$ cat src/rtl/lcg_stim_pkg.sv
// Shared constants and FSM state type for the LCG stimulus generator.
package lcg_stim_pkg;

  localparam logic [31:0] LCG_MULT     = 32'h41C6_4E6D;
  localparam logic [31:0] LCG_INC      = 32'h0000_3039;
  localparam logic [31:0] DEFAULT_SEED = 32'h8A50_06C1;
  localparam int unsigned STIM_WIDTH   = 136;

  typedef enum logic [1:0] {
    ST_IDLE,
    ST_GEN,
    ST_OFFER,
    ST_DONE
  } state_e;

endpackage

$ cat src/rtl/lcg_stim_gen_step.sv
// One combinational LCG step; the product is truncated to 32 bits (mod 2^32).
module lcg_step
  import lcg_stim_pkg::*;
(
  input  logic [31:0] state_i,
  output logic [31:0] next_o
);

  always_comb begin
    next_o = state_i * LCG_MULT + LCG_INC;
  end

endmodule

$ cat src/rtl/lcg_stim_gen.sv
// Generates STIM_WIDTH-bit stimulus vectors from a 32-bit LCG, one 32-bit lane
// per clock, and offers each vector on a valid/ready handshake.
module lcg_stim_gen #(
  parameter int unsigned STIM_WIDTH   = lcg_stim_pkg::STIM_WIDTH,
  parameter logic [31:0] DEFAULT_SEED = lcg_stim_pkg::DEFAULT_SEED
) (
  input  logic                  clk,
  input  logic                  rst_n,
  input  logic                  start,
  input  logic                  seed_load,
  input  logic [31:0]           seed_in,
  input  logic [31:0]           cycles_in,
  output logic                  vec_valid,
  input  logic                  vec_ready,
  output logic [STIM_WIDTH-1:0] vec_data,
  output logic                  busy,
  output logic                  done
);
  import lcg_stim_pkg::*;

  state_e                  state_q, state_d;
  logic [2:0]              step_q, step_d;
  logic [32:0]             rem_q, rem_d;
  logic [31:0]             lcg_q, lcg_d;
  logic [31:0]             lcg_next;
  logic [STIM_WIDTH-1:0]   vec_q, vec_d;

  lcg_step u_lcg_step (
    .state_i (lcg_q),
    .next_o  (lcg_next)
  );

  always_comb begin
    state_d = state_q;
    step_d  = step_q;
    rem_d   = rem_q;
    lcg_d   = lcg_q;
    vec_d   = vec_q;
    unique case (state_q)
      ST_IDLE: begin
        if (start) begin
          // 33-bit count of vectors still to deliver: cycles_in + 1 cannot wrap
          rem_d   = {1'b0, cycles_in} + 33'd1;
          lcg_d   = seed_load ? seed_in : DEFAULT_SEED;
          step_d  = '0;
          state_d = ST_GEN;
        end
      end
      ST_GEN: begin
        lcg_d = lcg_next;
        case (step_q)
          3'd0:    vec_d[31:0]    = lcg_next;
          3'd1:    vec_d[63:32]   = lcg_next;
          3'd2:    vec_d[95:64]   = lcg_next;
          3'd3:    vec_d[127:96]  = lcg_next;
          default: vec_d[135:128] = lcg_next[7:0];
        endcase
        if (step_q == 3'd4) begin
          state_d = ST_OFFER;
        end else begin
          step_d = step_q + 3'd1;
        end
      end
      ST_OFFER: begin
        if (vec_ready) begin
          rem_d = rem_q - 33'd1;
          if (rem_q == 33'd1) begin
            state_d = ST_DONE;
          end else begin
            step_d  = '0;
            state_d = ST_GEN;
          end
        end
      end
      ST_DONE: begin
        state_d = ST_IDLE;
      end
      default: begin
        state_d = ST_IDLE;
      end
    endcase
  end

  always_ff @(posedge clk) begin
    if (!rst_n) begin
      state_q <= ST_IDLE;
      step_q  <= '0;
      rem_q   <= '0;
      lcg_q   <= '0;
      vec_q   <= '0;
    end else begin
      state_q <= state_d;
      step_q  <= step_d;
      rem_q   <= rem_d;
      lcg_q   <= lcg_d;
      vec_q   <= vec_d;
    end
  end

  assign vec_valid = (state_q == ST_OFFER);
  assign busy      = (state_q != ST_IDLE);
  assign done      = (state_q == ST_DONE);
  assign vec_data  = vec_q;

endmodule

$ cat config.mk
export PLATFORM = sky130hd
export DESIGN_NAME = lcg_stim_gen
export DESIGN_NICKNAME = d
export VERILOG_FILES = /design/src/rtl/lcg_stim_pkg.sv /design/src/rtl/lcg_stim_gen_step.sv /design/src/rtl/lcg_stim_gen.sv
export SDC_FILE = /design/constraint.sdc
export NUM_CORES = 1
export LEC_CHECK = 0
export ABC_AREA = 0
export CORE_MARGIN = 2
export CORE_UTILIZATION = 44
export DETAILED_ROUTE_END_ITERATION = 10
export GPL_TIMING_DRIVEN = 0
export PLACE_DENSITY = 0.75
export SYNTH_ARGS = -nofsm -noshare
export SYNTH_HDL_FRONTEND = slang
export SYNTH_SLANG_ARGS = --single-unit
$ cat constraint.sdc
create_clock -name clk -period 11.9 [get_ports clk]
set_input_delay 2.38 -clock clk [delete_from_list [all_inputs] [get_ports clk]]
set_output_delay 2.38 -clock clk [all_outputs]
set_load 0.005 [all_outputs]
**Yosys cells after proc, flatten, opt, wreduce, memory -nomap -nowiden**

Index checks and enable logic that the tools add are counted.

- Output and inout bits: 139
- Register bits after elaboration: 206
- Logic and storage cells: 60
- Bits of input ports: 69

- Reduce and logical (&&, ||, !) cells: 16
- Add/subtract/negate cells: 4
- Muxes and demuxes: 16
- Multipliers: 1
- Bitwise gates (word level): 1
- Equal/unequal tests: 13

Operators by type and width:

| kind | count |
|---|---|
| 33-bit two-way mux | 2 |
| 33-bit one-hot mux with 2 select lines | 1 |
| 32-bit two-way mux | 2 |
| 32-bit one-hot mux with 2 select lines | 1 |
| 32-bit by 1-bit adder with 33-bit output, second input constant | 1 |
| 33-bit by 1-bit == test with 1-bit output, second input constant | 1 |
| 33-bit by 1-bit subtractor with 33-bit output, second input constant | 1 |
| 32-bit by 14-bit adder with 32-bit output, second input constant | 1 |
| 32-bit by 31-bit multiplier with 32-bit output, second input constant | 1 |
| 3-bit two-way mux | 4 |
| 2-bit AND reduction | 6 |
| 3-bit one-hot mux with 3 select lines | 1 |
| 2-bit two-way mux | 4 |
| 2-bit inequality test, second input constant | 4 |
| 2-bit one-hot mux with 4 select lines | 1 |
| 3-bit by 2-bit == test with 1-bit output, second input constant | 2 |
| 3-bit AND reduction | 2 |
| 2-bit nonzero test | 3 |
| 5-bit AND reduction | 1 |
| 2-bit == test, second input constant | 2 |
| 4-bit OR reduction | 1 |
| 3-bit by 1-bit adder with 3-bit output, second input constant | 1 |
| 3-bit by 1-bit == test with 1-bit output, second input constant | 1 |
| 3-bit == test, second input constant | 1 |
| other kinds (6) | 6 |

**Logic depth before layout (Yosys ltp)**

- Word-level depth: 4
- Gate-level depth with buffers: 27
- Mapped depth without buffers: 25

**Modules after synthesis**

Synthesis repeated with hierarchy kept, for this count alone.

- Cells, all modules: 2200
- Area total of the unflattened synthesis: 18418.9 um^2

Modules (own cells, without submodules):

| module | seq. area each (um^2) | times used | cells an instance | area each (um^2) |
|---|---|---|---|---|
| lcg_stim_gen | 4124.0 | 1 | 1196 | 9228.9 |
| lcg_step | 0.0 | 1 | 1004 | 9190.1 |

**Least setup slack after synthesis**

No wires, ideal clock.

- Kind: reg-to-reg
- Start point: reg lcg_q[7]
- End point: reg vec_q[126] (netlist: vec_data[126])
- Slack: 5.540 ns
- Required time: 11.837 ns
- Cell stages (with the launch flop): 25
- Path buffers: 1
- Clock period less this slack: 6.360 ns
- Setup time: 0.063 ns
- Arrival: 6.297 ns
- Cell sequence: dfxtp_1 -> ha_1 -> xor2_1 -> ha_1 -> a21o_1 -> fa_1 -> inv_1 -> fa_1 -> fa_1 -> inv_1 -> fa_1 -> fa_1 -> inv_1 -> fa_1 -> inv_1 -> ha_1 -> nand4_1 -> nor2_1 -> nand4_1 -> o21ai_2 -> o2111ai_2 -> and3_1 -> buf_6 -> or4_1 -> nand3_1

- Longest elaborated chain between the ends: 2

RTL lines:

| what | RTL line | text |
|---|---|---|
| start: declaration | lcg_stim_gen.sv:24 | `logic [31:0] lcg_q, lcg_d;` |
| start signal: assignment | lcg_stim_gen.sv:95 | `lcg_q <= lcg_d;` |
| 32-bit by 31-bit multiplier with 32-bit output | lcg_stim_gen_step.sv:10 | `next_o = state_i * LCG_MULT + LCG_INC;` |
| 32-bit by 14-bit adder with 32-bit output | lcg_stim_gen_step.sv:10 |  |
| end signal: assignment | lcg_stim_gen.sv:96 | `vec_q <= vec_d;` |
| end: declaration | lcg_stim_gen.sv:26 | `logic [STIM_WIDTH-1:0] vec_q, vec_d;` |

No other way between the ends.
A chain may end at the register's enable or synchronous reset.

**Final worst setup path**

- Start point: reg lcg_q[0]
- End point: reg vec_q[127] (netlist: vec_data[127])

Same word-level chain as after synthesis.

==> impl_summary.log <==
INFO  metric postSynthNetCount = roughly 2,600
INFO  metric yosysWarnings = 0
INFO  metric finished_layout_cells = approximately 2,900
INFO  metric synth_top_flop_cell = sky130_fd_sc_hd__dfxtp_1
INFO  metric timing.slew.headroom = 0.225
INFO  metric post-cts-setup-buffers = 0
INFO  metric synth_top_area_share = 0.221
INFO  metric worst_slew_pin_slew = between 1000 and 1500 ps
INFO  metric cts_root_buffer = sky130_fd_sc_hd__clkbuf_16
INFO  metric final_net_count = ~2,900
INFO  metric report.final.setup_viol = 0
INFO  metric tritoncts = yes
INFO  metric placement.cell_area = between 20,000 and 25,000 sq um
INFO  metric drv_slew = 0
INFO  metric antenna_violations_before_repair = 1
INFO  metric clk_pin_slew = ~70 ps
INFO  metric post_synth_num_cell_types = between 70 and 80
INFO  metric cp.required = 12,270 ps
INFO  metric critPathKind = reg2reg
INFO  metric timing.final.hold_violations = 0
INFO  metric remaining_drc_errors = 0
INFO  metric avgSynthCellArea = 8.66 sq um
INFO  metric numPlacedInstances = roughly 2,900
INFO  metric r2r_end = vec_data[127]
INFO  metric grt_first_pass_wirelength = 97.0 mm
INFO  metric globalRouteOverflowTotal = 0
INFO  metric cts-buffers-inserted = 20
INFO  metric grt_use_total = 0.289
INFO  metric rsz0062_at_grt = no
INFO  metric yosysTopAreaCell = sky130_fd_sc_hd__dfxtp_1
INFO  metric finalWorstPathRequiredPeriod = approximately 8700 ps
INFO  metric run_status = complete, no violations
INFO  metric num_vias = about 16,000
INFO  metric die_h = 210 microns
INFO  metric cp_data_arrival_time = 9110 ps
INFO  metric initial_utilization = 0.445
INFO  metric worst-r2r-cell-count = 21
INFO  metric worst_setup_path_start_kind = flip-flop
INFO  metric cts_repair_resize_count = 0
INFO  metric insertedDiodeCount = 0
INFO  metric cts.sinks = 206
INFO  metric core_area = between 40,000 and 50,000 sq um
INFO  metric finalWirelength = ~64 mm
INFO  metric maxCapViolCount = 0
INFO  metric dp.final_hpwl = around 53 mm
INFO  metric ff2ff_setup_slack = between 3000 and 4000 ps
INFO  metric grt_pass1_vias = 17,100
INFO  metric wl_per_cell = 21.8 microns
INFO  metric syn2layout_area_growth = 18.4%
INFO  metric number_of_violations_reported_at_the_end_of_detailed_routing_iteration_0 = between 1,000 and 1,500
INFO  metric synth-seq-area-share = 0.221
INFO  metric synthTopCellsByArea = sky130_fd_sc_hd__dfxtp_1 (22%), sky130_fd_sc_hd__fa_1 (21%), sky130_fd_sc_hd__ha_1 (14%), sky130_fd_sc_hd__inv_1 (8.7%), sky130_fd_sc_hd__nand2_1 (4.9%)
INFO  metric asyncSetResetFlopFracSynth = 0
INFO  metric num_rows = 75
INFO  metric avgViaCountPerCell = approximately 5.6
INFO  metric count_of_hold_fix_buffers_inserted_at_cts = 0
INFO  metric die_x = roughly 210 microns
INFO  metric holdCritPathClass = reg2reg
INFO  metric netlist_top_cells_count = sky130_fd_sc_hd__inv_1 (431), sky130_fd_sc_hd__nand2_1 (245), sky130_fd_sc_hd__ha_1 (213), sky130_fd_sc_hd__dfxtp_1 (206), sky130_fd_sc_hd__fa_1 (192)
INFO  metric max_freq = between 100 and 150 MHz
INFO  metric max_fo_critical_path = 15
INFO  metric htree_num_levels = 1
INFO  metric clock_tree.buffer_depth = 3
INFO  metric num_io_pins = 208
INFO  metric number_of_detailed_route_iterations_in_the_first_pass = 5
INFO  metric detail-route-antenna-nets = 0
INFO  metric routabilityCongestion = 0.987
INFO  metric synthesis.area = about 19,000 sq um
INFO  metric synth_enable_flop_cells = 0
INFO  metric post-synth-top-count-cell = sky130_fd_sc_hd__inv_1
INFO  metric post_synth_inst_count = roughly 2,200
INFO  metric worst_setup_path_startpoint = lcg_q[0]
INFO  metric synth-seq-cells = between 200 and 250
INFO  metric final_min_period_over_clock_period = 0.735
INFO  metric cp-endpoint = vec_data[127]
INFO  metric totalNegativeSetupSlack = 0 ps
INFO  metric final.setup_skew = 25.1 ps
INFO  metric final_area = between 20,000 and 25,000 sq um
INFO  metric timing.critical_path.to_type = flip-flop
INFO  metric grt_start_max_net_pins = 17
INFO  metric port_buf_inserts = 206
INFO  metric clk_latency = 520 ps
INFO  metric proportion_of_layout_cells_with_a_drive_suffix_above_1 = 0.0280
INFO  metric regToRegStartpoint = lcg_q[0]
INFO  metric die_area = roughly 44,000 sq um
[worst max-delay path: stages (launching register included)]
cell                        delay (ps)
sky130_fd_sc_hd__dfxtp_1          1070
sky130_fd_sc_hd__inv_1             420
sky130_fd_sc_hd__ha_1              730
sky130_fd_sc_hd__inv_1             360
sky130_fd_sc_hd__ha_1              310
sky130_fd_sc_hd__fa_1              500
sky130_fd_sc_hd__fa_1              380
sky130_fd_sc_hd__ha_1              280
sky130_fd_sc_hd__inv_1              50
sky130_fd_sc_hd__fa_1              530
sky130_fd_sc_hd__inv_1              50
sky130_fd_sc_hd__fa_1              500
sky130_fd_sc_hd__fa_1              420
sky130_fd_sc_hd__ha_1              380
sky130_fd_sc_hd__and3_1            270
sky130_fd_sc_hd__nand3_1           130
sky130_fd_sc_hd__o31ai_2           510
sky130_fd_sc_hd__o2111ai_2         280
sky130_fd_sc_hd__a221oi_2          420
sky130_fd_sc_hd__o41ai_4           120
sky130_fd_sc_hd__xnor2_1           700
sky130_fd_sc_hd__a21oi_1           150
[cell usage in the layout, fill, tap and decap left out, types with 14 or more instances in the layout]
cell	n
sky130_fd_sc_hd__inv_1	431
sky130_fd_sc_hd__nand2_1	245
sky130_fd_sc_hd__ha_1	213
sky130_fd_sc_hd__clkdlybuf4s50_1	206
sky130_fd_sc_hd__dfxtp_1	206
sky130_fd_sc_hd__fa_1	192
sky130_fd_sc_hd__o21ai_0	95
sky130_fd_sc_hd__clkbuf_1	79
sky130_fd_sc_hd__nor2_1	76
sky130_fd_sc_hd__nand3_1	74
sky130_fd_sc_hd__a21boi_0	66
sky130_fd_sc_hd__a21oi_1	64
sky130_fd_sc_hd__xnor2_1	61
sky130_fd_sc_hd__and2_1	25
sky130_fd_sc_hd__xor2_1	24
sky130_fd_sc_hd__o211a_1	24
sky130_fd_sc_hd__nor2b_1	22
sky130_fd_sc_hd__nor3_1	22
sky130_fd_sc_hd__clkbuf_16	20
sky130_fd_sc_hd__and3_1	16
sky130_fd_sc_hd__o211ai_1	15
sky130_fd_sc_hd__o311ai_0	14
[kinds of logic after synthesis]
group | share of synthesized area
AOI/OAI and AO/OA | 0.144
adders and majority gates | 0.350
DFF | 0.221
muxes | 0.00376
xor gates and xnor gates | 0.0400
buffers and inverters | 0.105
and+or+nand+nor | 0.136
[routing by layer]
metal,wire length [microns],global-route usage,up-vias
li1,-,-,7443
met1,24700,0.348,7933
met2,30900,0.504,735
met3,4910,0.0480,190
met4,3250,0.136,2
met5,16,0,-
[worst min-delay path by stage]
stage                   from       endpoint  slack [ps]  depth (start not counted)
6_report       vec_data[122]  vec_data[122]         470                          2
5_1_grt        vec_data[122]  vec_data[122]         480                          2
2_1_floorplan      rem_q[29]      rem_q[29]         440                          2
3_3_place_gp    vec_data[71]   vec_data[71]         450                          2
3_5_place_dp    vec_data[71]   vec_data[71]         460                          2
4_1_cts         vec_data[71]   vec_data[71]         470                          2
[layout make-up]
type / instances / area [sq um]
well taps: 539 / 674
clock buffers: 25 / 549
repair buffers: 206 / 2060
plain buffers: 88 / 342
fillers: 3898 / 19800
multi-input cells: 1425 / 12500
inverters: 431 / 1620
clock inverters: 10 / 144
flip-flops and latches: 206 / 4120
[flip-flops by register name, indices dropped and copies added (netlist names)]
name,cells
lcg_q,32
step_q,3
rem_q,33
state_q,2
vec_data,136
[stage by stage]
stage | setup WS (ps) | hold WS, ps | util
finish | 3150 | 469 | 0.527
global route | 2990 | 485 | 0.527
floorplan | 5540 | 435 | -
detailed placement | 3340 | 462 | 0.510
global placement | 3390 | 452 | 0.510
CTS | 3310 | 470 | 0.527
Power is not shown: default switching activity piles up to over one toggle a cycle in this logic, so the estimate is an artifact.
